<file path="config.mk">
export PLATFORM = sky130hd
export DESIGN_NAME = demux_1to4_stream_flat
export DESIGN_NICKNAME = d
export VERILOG_FILES = /design/src/rtl/demux_1to4_stream_pkg.sv /design/src/rtl/demux_1to4_stream_if.sv /design/src/rtl/demux_1to2_stage.sv /design/src/rtl/demux_1to4_stream.sv /design/src/flat_wrapper.sv
export SDC_FILE = /design/constraint.sdc
export NUM_CORES = 1
export LEC_CHECK = 0
export ABC_AREA = 1
export CORE_MARGIN = 2
export CORE_UTILIZATION = 50
export DETAILED_ROUTE_END_ITERATION = 7
export PLACE_DENSITY = 0.8
export SLEW_MARGIN = 15
export SYNTH_ARGS = -nofsm -noshare
export SYNTH_HDL_FRONTEND = slang
export SYNTH_SLANG_ARGS = --single-unit
</file>
<file path="constraint.sdc">
create_clock -name clk -period 1.95 [get_ports clk]
set_input_delay 0.39 -clock clk [delete_from_list [all_inputs] [get_ports clk]]
set_output_delay 0.39 -clock clk [all_outputs]
set_load 0.02 [all_outputs]
</file>
<file path="src/rtl/demux_1to4_stream_pkg.sv">
// demux_1to4_stream_pkg: channel count and channel-index type shared by the 1:4 stream demux files
package demux_1to4_stream_pkg;
  localparam int CH_NUM = 4;
  typedef logic [1:0] ch_idx_t;
endpackage

</file>
<file path="src/rtl/demux_1to4_stream_if.sv">
// demux_1to4_stream_if: producer stream (in_*), four consumer streams (out_*), counter clear and counters; slave = demux side, master = environment side
interface demux_1to4_stream_if #(
  parameter int W  = 8,
  parameter int CW = 8
);
  import demux_1to4_stream_pkg::*;
  logic [W-1:0]         in_data;
  ch_idx_t              in_sel;
  logic                 in_valid;
  logic                 in_ready;
  logic [CH_NUM*W-1:0]  out_data;
  logic [CH_NUM-1:0]    out_valid;
  logic [CH_NUM-1:0]    out_ready;
  logic                 cnt_clr;
  logic [CH_NUM*CW-1:0] xfer_cnt;
  modport slave (
    input  in_data, in_sel, in_valid, out_ready, cnt_clr,
    output in_ready, out_data, out_valid, xfer_cnt
  );
  modport master (
    output in_data, in_sel, in_valid, out_ready, cnt_clr,
    input  in_ready, out_data, out_valid, xfer_cnt
  );
endinterface

</file>
<file path="src/rtl/demux_1to2_stage.sv">
// demux_1to2_stage: one-entry registered 1:2 split on up_dest carrying W data + EXTRA sideband bits; up_* in, dn_*[0/1] out, each side keeps its last word
module demux_1to2_stage #(
  parameter int W     = 8,
  parameter int EXTRA = 0
) (
  input  logic                      clk,
  input  logic                      rst_n,
  input  logic [W+EXTRA-1:0]        up_data,
  input  logic                      up_dest,
  input  logic                      up_valid,
  output logic                      up_ready,
  output logic [1:0][W+EXTRA-1:0]   dn_data,
  output logic [1:0]                dn_valid,
  input  logic [1:0]                dn_ready
);
  localparam int DW = W + EXTRA;
  logic [1:0][DW-1:0] data_q, data_d;
  logic               dest_q, dest_d;
  logic               full_q, full_d;
  logic               run_q, run_d;
  logic               acc;
  always_comb begin
    run_d    = 1'b1;
    up_ready = run_q && (!full_q || dn_ready[dest_q]);
    acc      = up_valid && up_ready;
    full_d   = acc || (full_q && !dn_ready[dest_q]);
    dest_d   = acc ? up_dest : dest_q;
    data_d[0] = (acc && !up_dest) ? up_data : data_q[0];
    data_d[1] = (acc &&  up_dest) ? up_data : data_q[1];
  end
  always_ff @(posedge clk or negedge rst_n) begin
    if (!rst_n) begin
      data_q <= '0;
      dest_q <= 1'b0;
      full_q <= 1'b0;
      run_q  <= 1'b0;
    end else begin
      data_q <= data_d;
      dest_q <= dest_d;
      full_q <= full_d;
      run_q  <= run_d;
    end
  end
  assign dn_valid = {full_q && dest_q, full_q && !dest_q};
  assign dn_data  = data_q;
endmodule

</file>
<file path="src/rtl/demux_1to4_stream.sv">
// demux_1to4_stream: registered 1:4 stream demux (clk, async rst_n, bus.slave: in_* stream routed by in_sel to out_*[k], per-channel xfer_cnt with cnt_clr)
module demux_1to4_stream
  import demux_1to4_stream_pkg::*;
#(
  parameter int W  = 8,
  parameter int CW = 8
) (
  input logic               clk,
  input logic               rst_n,
  demux_1to4_stream_if.slave bus
);
  logic [1:0][W:0]            a_dn_data;
  logic [1:0]                 a_dn_valid, a_dn_ready;
  logic [1:0][1:0][W-1:0]     b_data;
  logic [1:0][1:0]            b_valid;
  logic [CH_NUM-1:0][CW-1:0]  cnt_q, cnt_d;
  demux_1to2_stage #(.W(W), .EXTRA(1)) u_a (
    .clk      (clk),
    .rst_n    (rst_n),
    .up_data  ({bus.in_sel[0], bus.in_data}),
    .up_dest  (bus.in_sel[1]),
    .up_valid (bus.in_valid),
    .up_ready (bus.in_ready),
    .dn_data  (a_dn_data),
    .dn_valid (a_dn_valid),
    .dn_ready (a_dn_ready)
  );
  for (genvar g = 0; g < 2; g++) begin : g_b
    demux_1to2_stage #(.W(W), .EXTRA(0)) u_b (
      .clk      (clk),
      .rst_n    (rst_n),
      .up_data  (a_dn_data[g][W-1:0]),
      .up_dest  (a_dn_data[g][W]),
      .up_valid (a_dn_valid[g]),
      .up_ready (a_dn_ready[g]),
      .dn_data  (b_data[g]),
      .dn_valid (b_valid[g]),
      .dn_ready (bus.out_ready[2*g +: 2])
    );
  end
  assign bus.out_data  = b_data;
  assign bus.out_valid = b_valid;
  always_comb begin
    for (int k = 0; k < CH_NUM; k++)
      cnt_d[k] = bus.cnt_clr ? '0 : cnt_q[k] + CW'(bus.out_valid[k] && bus.out_ready[k]);
  end
  always_ff @(posedge clk or negedge rst_n) begin
    if (!rst_n) cnt_q <= '0;
    else        cnt_q <= cnt_d;
  end
  assign bus.xfer_cnt = cnt_q;
endmodule

</file>
<file path="src/flat_wrapper.sv">
// flat-port wrapper written by rule: the top's interface ports become plain ports
module demux_1to4_stream_flat import demux_1to4_stream_pkg::*;
#(
  parameter int W  = 8,
  parameter int CW = 8
)
  (clk, rst_n, bus_in_data, bus_in_sel, bus_in_valid, bus_out_ready, bus_cnt_clr, bus_in_ready, bus_out_data, bus_out_valid, bus_xfer_cnt);
  demux_1to4_stream_if #(.W(W), .CW(CW)) bus_i ();
  input logic clk;
  input logic rst_n;
  input wire logic [$bits(bus_i.in_data)-1:0] bus_in_data;
  input wire logic [$bits(bus_i.in_sel)-1:0] bus_in_sel;
  input wire logic [$bits(bus_i.in_valid)-1:0] bus_in_valid;
  input wire logic [$bits(bus_i.out_ready)-1:0] bus_out_ready;
  input wire logic [$bits(bus_i.cnt_clr)-1:0] bus_cnt_clr;
  output wire logic [$bits(bus_i.in_ready)-1:0] bus_in_ready;
  output wire logic [$bits(bus_i.out_data)-1:0] bus_out_data;
  output wire logic [$bits(bus_i.out_valid)-1:0] bus_out_valid;
  output wire logic [$bits(bus_i.xfer_cnt)-1:0] bus_xfer_cnt;
  assign bus_i.in_data = bus_in_data;
  assign bus_i.in_sel = bus_in_sel;
  assign bus_i.in_valid = bus_in_valid;
  assign bus_i.out_ready = bus_out_ready;
  assign bus_i.cnt_clr = bus_cnt_clr;
  assign bus_in_ready = bus_i.in_ready;
  assign bus_out_data = bus_i.out_data;
  assign bus_out_valid = bus_i.out_valid;
  assign bus_xfer_cnt = bus_i.xfer_cnt;
  demux_1to4_stream #(.W(W), .CW(CW)) u_core (.clk(clk), .rst_n(rst_n), .bus(bus_i));
endmodule
</file>
# Word level (Yosys, flattened, before mapping)
# Index checks and enable logic that the tools add are counted.
# totals
ff_bits	89
in_bits	18
out_inout_bits	69
wordCells	77
# op_classes
add_sub_neg	4
n_lt_le_gt_ge	3
mux	10
n_reduce_logical	43
# op_table
op	count
$add A8 B1 Y8	4
$mux W8	4
$logic_and A1 B1 Y1	25
$logic_not A1 Y1	12
$logic_or A1 B1 Y1	6
$lt A1 B2 Y1 const B	3
$mux W1	6

# Longest topological paths before layout
# Gate-level depths: netlist (run 1).
# depth
word_depth	10
depth_mapped	10
depth_no_buf	10

# Hierarchy
# Synthesis (run 1) repeated with hierarchy kept, for this count alone.
# unflattened
cells_unflattened	476
area_unflattened_um2	4200.3
# by_module_without_submodules
module	n_inst	cells_each	area_each_um2	seq_area_each_um2
demux_1to2_stage at u_core.g_b[0].u_b ...	2	91	822.0	475.5
demux_1to4_stream	1	195	1606.5	800.8
demux_1to2_stage at u_core.u_a	1	99	949.7	525.5

# Worst setup path before layout (run 1)
# No wires, ideal clock.
# synth_timing
kind	input to register
start	input port bus_out_ready[0]
end	register u_core.cnt_q (netlist bit u_core.bus.xfer_cnt[7])
setup_ns	0.132
arrival_time_ns	1.376
required_ns	1.818
path_slack_ns	0.442
cell_stages	9
n_path_buf	0
path_cell_list	inv_1 > nor3_1 > ha_1 > nand3_1 > nor2_1 > nand3_1 > nor2_1 > xnor2_1 > nor2_1
# synth_lines
item	line	text
start: declaration	flat_wrapper.sv:14	input wire logic [$bits(bus_i.out_ready)-1:0] bus_out_ready;
end signal: assignment	demux_1to4_stream.sv:49	else cnt_q <= cnt_d;
end: declaration	demux_1to4_stream.sv:16	logic [CH_NUM-1:0][CW-1:0] cnt_q, cnt_d;

# Worst setup path in the final report (run 1)
# layout_timing
start	register u_core.g_b[1].u_b.dest_q
end	output port bus_out_valid[3]
# layout_via
elab_chain_cells	1
# layout_lines
item	line	text
start: declaration	demux_1to2_stage.sv:18	logic dest_q, dest_d;
start signal: assignment	demux_1to2_stage.sv:39	dest_q <= dest_d;
$logic_and A1 B1 Y1	demux_1to2_stage.sv:44	assign dn_valid = {full_q && dest_q, full_q && !dest_q};
end: declaration	flat_wrapper.sv:18	output wire logic [$bits(bus_i.out_valid)-1:0] bus_out_valid;
# Every way passes these cells.

==> impl_metrics.py, run 1 <==
metrics = {
    "routing": {
        "postRouteWirelength_mm": 7.915,
        "dr_total_vias": 3072,
        "drtPass1Iterations": 4,
        "routedWlPerCell_um": 12.37,
        "viasPerCell": 4.800,
        "drcViolationCount": 0,
        "postRouteAntennaNets": 0,
        "drt_iter0_markers": 92,
    },
    "power_and_ir_drop": {
        "switching_power_uw": 2042,
        "power_uw": 5822,
        "swShare_pct": 35.08,
        "p_clk_share_pct": 21.3,
        "irDropWorstVdd_uv": 727.1,
        "power.share.sequential_pct": 46.0,
        "combPwrFrac_pct": 32.7,
        "powerDensity_nw_per_um2": 1134,
        "internal-power_uw": 3779,
        "p_leak_uw": 0.002605,
    },
    "timing": {
        "fmax_mhz": 528.0,
        "finalHoldViolCount": 0,
        "fin_crit_sh_pct": 97.12,
        "maxSlewViolCount": 0,
        "fin_crit_ns": 1.894,
        "timing.hold.ws_ns": 0.005605,
        "rsz0062_at_grt": "false",
        "fin_worst_skew_ns": 0.01490,
        "setup_viol": 0,
    },
    "worst_setup_path": {
        "worst-r2r-cell-count": 9,
        "max_stage_delay_ns": 0.59,
        "path_buf_inv": 2,
        "path_cells": "nand2_1 > inv_1 > clkdlybuf4s50_1",
        "cp_data_required_time_ns": 1.56,
        "crit_fanout": 5,
        "worstSetupEndpointType": "primary output",
        "cp.depth": 3,
        "path_class": "reg2out",
        "cp_slowest_cell": "clkdlybuf4s50_1",
        "start_kind": "flip-flop",
        "cp_top_family": "buffers and inverters",
        "cp.arrival_ns": 1.50,
    },
    "cells_and_area": {
        "antennaDiodeCount": 0,
        "final_cell_mix": "nand2_1 (168), dfrtp_1 (89), clkdlybuf4s50_1 (81), nor2_1 (40), inv_1 (39)",
        "syn_to_final_growth_pct": 34.45,
        "nets": 562,
        "drive_gt1_share_pct": 10.54,
        "fin_cells": 640,
        "layout_commonest_cell": "nand2_1",
    },
    "die": {
        "io_pins": 87,
        "num_rows": 31,
        "initial_core_util_pct": 52.07,
        "floorplan.die_area_sq_um": 8349,
        "core_region_area_sq_um": 7331,
        "die_w_um": 91.38,
        "die_height_um": 91.38,
    },
    "clock_network": {
        "insertion_delay_ns": 0.35,
        "htreeDepth": 3,
        "cts_buffers": 9,
        "clock_path_buffers": 2,
        "cts_tree": "done",
        "cts_setup_buffers": 0,
        "cts_hold_buf": 0,
        "clock-root-buffer": "clkbuf_8",
        "clock_sinks": 89,
        "clk_pin_slew_ns": 0.08,
    },
    "yosys": {
        "ys_seq_elements": 89,
        "yosys_warnings": 0,
        "synth_cell_types": 26,
        "synth.top_cell.area_share_pct": 58.34,
        "syn_area_sq_um": 3817,
        "yosys.area.top_type": "dfrtp_1",
        "ys_seq_area_share_pct": 58.34,
        "avgSynthCellArea_sq_um": 8.982,
        "syn_inst": 425,
        "synth_nets": 451,
        "synth.area.top_cells": "dfrtp_1 (58%), nand2_1 (17%), nor2_1 (3.9%)",
    },
    "global_route": {
        "grt_pass1_vias": 3241,
        "antenna_found_initial": 0,
        "grt-ovfl-total": 0,
        "grtUsageTotal_pct": 20.99,
        "grt_max_degree": 37,
        "grt_pass1_wl_mm": 14.35,
    },
    "run_status": {
        "outcome": "complete, no violations",
    },
    "place": {
        "gp_congestion": 0.8219,
        "placedCellCount": 624,
        "io_buffers": 86,
        "detailed_place_hpwl_mm": 5.877,
    },
    "hold_path": {
        "hold_path.class": "in2async",
    },
    "run": {
        "maxCapViolCount": 0,
    },
}
==> power groups by stage <==
stage	logic, uW	clock network, uW	registers (uW)
3_5_place_dp	1940	0	2700
2_1_floorplan	682	0	2990
3_3_place_gp	1890	0	2700
5_1_grt	2090	1350	2740
4_1_cts	1940	1270	2680
6_report	1900	1240	2680
==> area by class of cell <==
type                    instances  area (sq um)
clock buffers                  10         127.6
clock inverters                 6         66.31
fillers                       573          2198
inverters                      45         170.2
multi-input cells             287          1398
flip-flops and latches         89          2227
well taps                      99         123.9
repair buffers                104          1020
==> metrics by stage <==
step | cell area (sq um) | utilization [%] | setup WS (ns) | setup TNS [ns]
after CTS | 5125 | 69.91 | 0.01845 | 0
after detailed placement | 4937 | 67.35 | -0.4029 | -2.322
final | 5132 | 70.01 | 0.05620 | 0
after floorplan | 3817 | - | 0.4425 | 0
after global routing | 5132 | 70.01 | 0.002680 | 0
after global placement | 4937 | 67.35 | -0.3609 | -0.8716
==> Yosys cell counts (all sizes together) <==
library cell and n:
nand2 173, dfrtp 89, nor2 45, inv 43
nand3 20, nor3 14, ha 8, nor3b 8
a21oi 4, o21bai 4, xnor2 4, clkbuf 3
clkinv 2, nand4 2, o211ai 2, o21ai 2
buf 1, conb 1
==> state kept, by name, indices dropped and copies added, names as in the netlist <==
register                cells
u_core.bus.xfer_cnt        32
u_core.g_b.u_b.full_q       2
u_core.u_a.run_q            1
u_core.u_a.full_q           1
u_core.g_b.u_b.dn_data     32
u_core.g_b.u_b.dest_q       2
u_core.u_a.dn_data         18
u_core.u_a.dest_q           1
==> worst register-to-register path: cells and delay by family, from the launching register on <==
family | cells | cell delay [ns]
and+or+nand+nor | 6 | 0.66
DFF | 1 | 0.43
adders and majority gates | 2 | 0.38
buffers and inverters | 1 | 0.07
==> final timing paths <==
| kind | startpoint | end | slack, ns |
|---|---|---|---|
| max | u_core.g_b[1].u_b.dest_q | bus_out_valid[3] | 0.06 |
| min | rst_n | u_core.bus.xfer_cnt[23] | 0.006 |
| max reg2reg | u_core.g_b[0].u_b.dest_q | u_core.bus.xfer_cnt[6] | 0.33 |
| min reg2reg | u_core.g_b[1].u_b.dn_data[9] | u_core.g_b[1].u_b.dn_data[9] | 0.49 |
| max in group asynchronous | rst_n | u_core.bus.xfer_cnt[30] | 1.43 |
| min in group clk | u_core.g_b[1].u_b.dn_data[9] | u_core.g_b[1].u_b.dn_data[9] | 0.49 |
==> metal layers <==
metal | vias up | track usage [%] | part of all wire, %
met5 | - | 0 | 0
met4 | 0 | 7.702 | 0.78
met3 | 4 | 3.900 | 4.2
met2 | 68 | 35.19 | 48
met1 | 1466 | 27.27 | 47
li1 | 1534 | - | -
==> kinds of logic (layout without fill, tap and decap cells) <==
| kind of cell | after synthesis | count (layout) | synth area share, % |
|---|---|---|---|
| AO/OA/AOI/OAI | 12 | 12 | 1.967 |
| other | 1 | 1 | 0.09823 |
| flip-flops | 89 | 89 | 58.34 |
| adder cells (fa/ha/maj) | 8 | 8 | 2.622 |
| XOR/XNOR | 4 | 4 | 0.9176 |
| buffers and inverters | 49 | 165 | 5.047 |
| AND/OR/NAND/NOR | 262 | 262 | 31.01 |
==> repair_timing <==
item                                    4_1_cts  5_1_grt
gates resized for setup                       5        3
pin swaps                                     0        1
endpoints found under the setup margin        2        3
No activity file was read; power rests on OpenSTA's default activity.
==> run 2, diff against run 1 <==
--- a/config.mk
+++ b/config.mk
@@ -10,7 +10,7 @@
 export CORE_UTILIZATION = 50
 export DETAILED_ROUTE_END_ITERATION = 7
 export PLACE_DENSITY = 0.8
-export SLEW_MARGIN = 15
+export SLEW_MARGIN = 40
 export SYNTH_ARGS = -nofsm -noshare
 export SYNTH_HDL_FRONTEND = slang
 export SYNTH_SLANG_ARGS = --single-unit
==> results of run 2 <==
No change in the layout: final DEF, timing and power equal those of run 1.
==> run 3, diff against run 2 <==
--- a/config.mk
+++ b/config.mk
@@ -6,10 +6,13 @@
 export NUM_CORES = 1
 export LEC_CHECK = 0
 export ABC_AREA = 1
+export CAP_MARGIN = 20
 export CORE_MARGIN = 2
-export CORE_UTILIZATION = 50
+export CORE_UTILIZATION = 52
+export CTS_BUF_LIST = sky130_fd_sc_hd__clkbuf_2 sky130_fd_sc_hd__clkbuf_4 sky130_fd_sc_hd__clkbuf_8
 export DETAILED_ROUTE_END_ITERATION = 7
-export PLACE_DENSITY = 0.8
+export GPL_TIMING_DRIVEN = 0
+export PLACE_DENSITY = 0.82
 export SLEW_MARGIN = 40
 export SYNTH_ARGS = -nofsm -noshare
 export SYNTH_HDL_FRONTEND = slang
==> run 3 against run 2 <==
Count of clock-buffer cells in the layout rose by 1. Worst hold slack improved by 0.48 ns. Routed wire length fell by 0.21%. Fmax rose by 0.98%. Worst setup slack improved by 0.018 ns. Via count fell by 0.13%. Largest cell class unchanged. Highest routed layer unchanged.
==> impl_metrics.py, run 3 (synthesis results as in run 1) <==
metrics = {
    "run_status": {
        "outcome": "complete, no violations",
    },
    "die": {
        "die_height_um": 89.68,
        "io_pins": 87,
        "die_w_um": 89.68,
        "num_rows": 31,
        "core_region_area_sq_um": 7176,
        "floorplan.die_area_sq_um": 8043,
        "initial_core_util_pct": 53.20,
    },
    "clock_network": {
        "cts_buffers": 9,
        "htreeDepth": 3,
        "clock_path_buffers": 2,
        "insertion_delay_ns": 0.34,
        "clk_pin_slew_ns": 0.09,
        "cts_tree": "done",
        "clock_sinks": 89,
        "clock-root-buffer": "clkbuf_8",
    },
    "routing": {
        "drtPass1Iterations": 5,
        "viasPerCell": 4.885,
        "wl_met1_mm": 3.474,
        "routedWlPerCell_um": 12.58,
        "dr_total_vias": 3068,
        "postRouteWirelength_mm": 7.898,
        "drcViolationCount": 0,
        "top_layer_used": "met4",
        "routed-wl-met3_um": 439,
        "postRouteAntennaNets": 0,
        "wl_met2_mm": 3.885,
        "drt_iter0_markers": 85,
    },
    "hold_path": {
        "whs_endpoint": "u_core.g_b[0].u_b.dn_data[14]",
        "hold_path.class": "reg2reg",
        "worstHoldStart": "u_core.g_b[0].u_b.dn_data[14]",
        "min_path_cells": 2,
    },
    "cells_and_area": {
        "multi_input_area_sq_um": 1413,
        "final_core_util_pct": 71.04,
        "antennaDiodeCount": 0,
        "fin_cells": 628,
        "fillers": 533,
        "ff_latch_area_sq_um": 2228,
        "syn_to_final_growth_pct": 33.53,
        "nets": 551,
        "layout_commonest_cell": "nand2_1",
        "final_cell_mix": "nand2_1 (168), dfrtp_1 (88), clkdlybuf4s50_1 (81), nor2_1 (39), inv_1 (37)",
        "drive_gt1_share_pct": 9.263,
    },
    "power_and_ir_drop": {
        "powerDensity_nw_per_um2": 1174,
        "irDropWorstVdd_uv": 719.4,
        "p_leak_uw": 0.002571,
    },
    "worst_setup_path": {
        "start_kind": "flip-flop",
        "crit_start": "u_core.g_b[1].u_b.full_q",
        "rr_endpoint": "u_core.bus.xfer_cnt[7]",
        "path_cells": "inv_1 > nor2_1 > clkdlybuf4s50_1",
        "path_buf_inv": 2,
        "cp.arrival_ns": 1.49,
        "max_stage_delay_ns": 0.61,
        "worstSetupEndpointType": "primary output",
        "rrSetupSlack_ns": 0.25,
        "worst-r2r-cell-count": 8,
        "crit_fanout": 4,
        "cp_data_required_time_ns": 1.56,
        "path_class": "reg2out",
        "cp_top_family": "buffers and inverters",
        "reg2reg_from": "u_core.g_b[0].u_b.dest_q",
        "cp_slowest_cell": "clkdlybuf4s50_1",
    },
    "timing": {
        "maxSlewViolCount": 0,
        "finalHoldViolCount": 0,
        "setup_viol": 0,
        "timing.hold.ws_ns": 0.4841,
        "tns_ns": 0,
        "fin_worst_skew_ns": 0.009467,
        "fin_crit_sh_pct": 96.17,
        "fmax_mhz": 533.2,
        "fin_crit_ns": 1.875,
    },
    "place": {
        "io_buffers": 86,
        "detailed_place_hpwl_mm": 5.749,
        "gp_congestion": 0.8583,
        "placedCellCount": 611,
    },
    "global_route": {
        "grtUsageTotal_pct": 20.90,
        "grt-ovfl-total": 0,
        "grt_max_degree": 60,
        "antenna_found_initial": 0,
        "grt_pass1_wl_mm": 13.03,
        "grt_pass1_vias": 2983,
    },
    "run": {
        "maxCapViolCount": 0,
    },
}
==> run 3: cell type report <==
class | instances | area share [%]
sequential | 89 | 43.72
tap | 99 | 2.430
multi-input combinational | 287 | 27.71
buffer | 4 | 0.4418
inverter | 45 | 3.338
clock buffer | 11 | 2.970
clock inverter | 4 | 1.497
timing repair buffer | 89 | 17.89
==> run 3: per-stage QoR <==
step / power [uW] / setup slack, ns / instance area [sq um]
2_1_floorplan: 3670 / 0.4425 / 3817
6_report: 5984 / 0.07460 / 5097
3_3_place_gp: 4541 / -2.704 / 4802
3_5_place_dp: 4599 / -0.4649 / 4831
4_1_cts: 6021 / 0.0002898 / 5066
5_1_grt: 6346 / -0.01367 / 5097
==> run 3: what timing repair did <==
| action | in CTS | in global routing |
|---|---|---|
| endpoints found under the setup margin | 1 | 6 |
| hold endpoints to repair | 30 | 0 |
| pin swaps | 0 | 2 |
| hold buffers | 1 | 0 |
| setup buffers | 0 | 1 |
| resized for setup | 5 | 10 |
==> run 3: worst max path at each step <==
stage	depth (start not counted)	to	slack, ns
detailed placement	8	bus_in_ready	-0.46
CTS	3	bus_out_valid[0]	0.0003
finish	3	bus_out_valid[2]	0.07
floorplan	9	u_core.bus.xfer_cnt[7]	0.44
global route	8	bus_in_ready	-0.01
global placement	1	u_core.g_b[0].u_b.dn_data[6]	-2.70
==> run 3: power by group <==
group / internal (uW) / switching [uW]
clock network: 787 / 620
logic: 852 / 1040
registers: 2320 / 364
==> run 3: metal layers <==
metal	GRT usage (%)	up-vias
li1	-	1525
met5	0	-
met1	26.84	1435
met4	7.598	0
met2	34.96	96
met3	4.570	12
==> run 3: worst reg2reg max path, cell delays in order, from the launching register on <==
cell	delay, ns
dfrtp_2	0.45
nor3_2	0.20
ha_2	0.21
nand3_1	0.12
nor2_2	0.16
nand3_1	0.11
nor2_1	0.13
xnor2_1	0.14
nor2_1	0.06
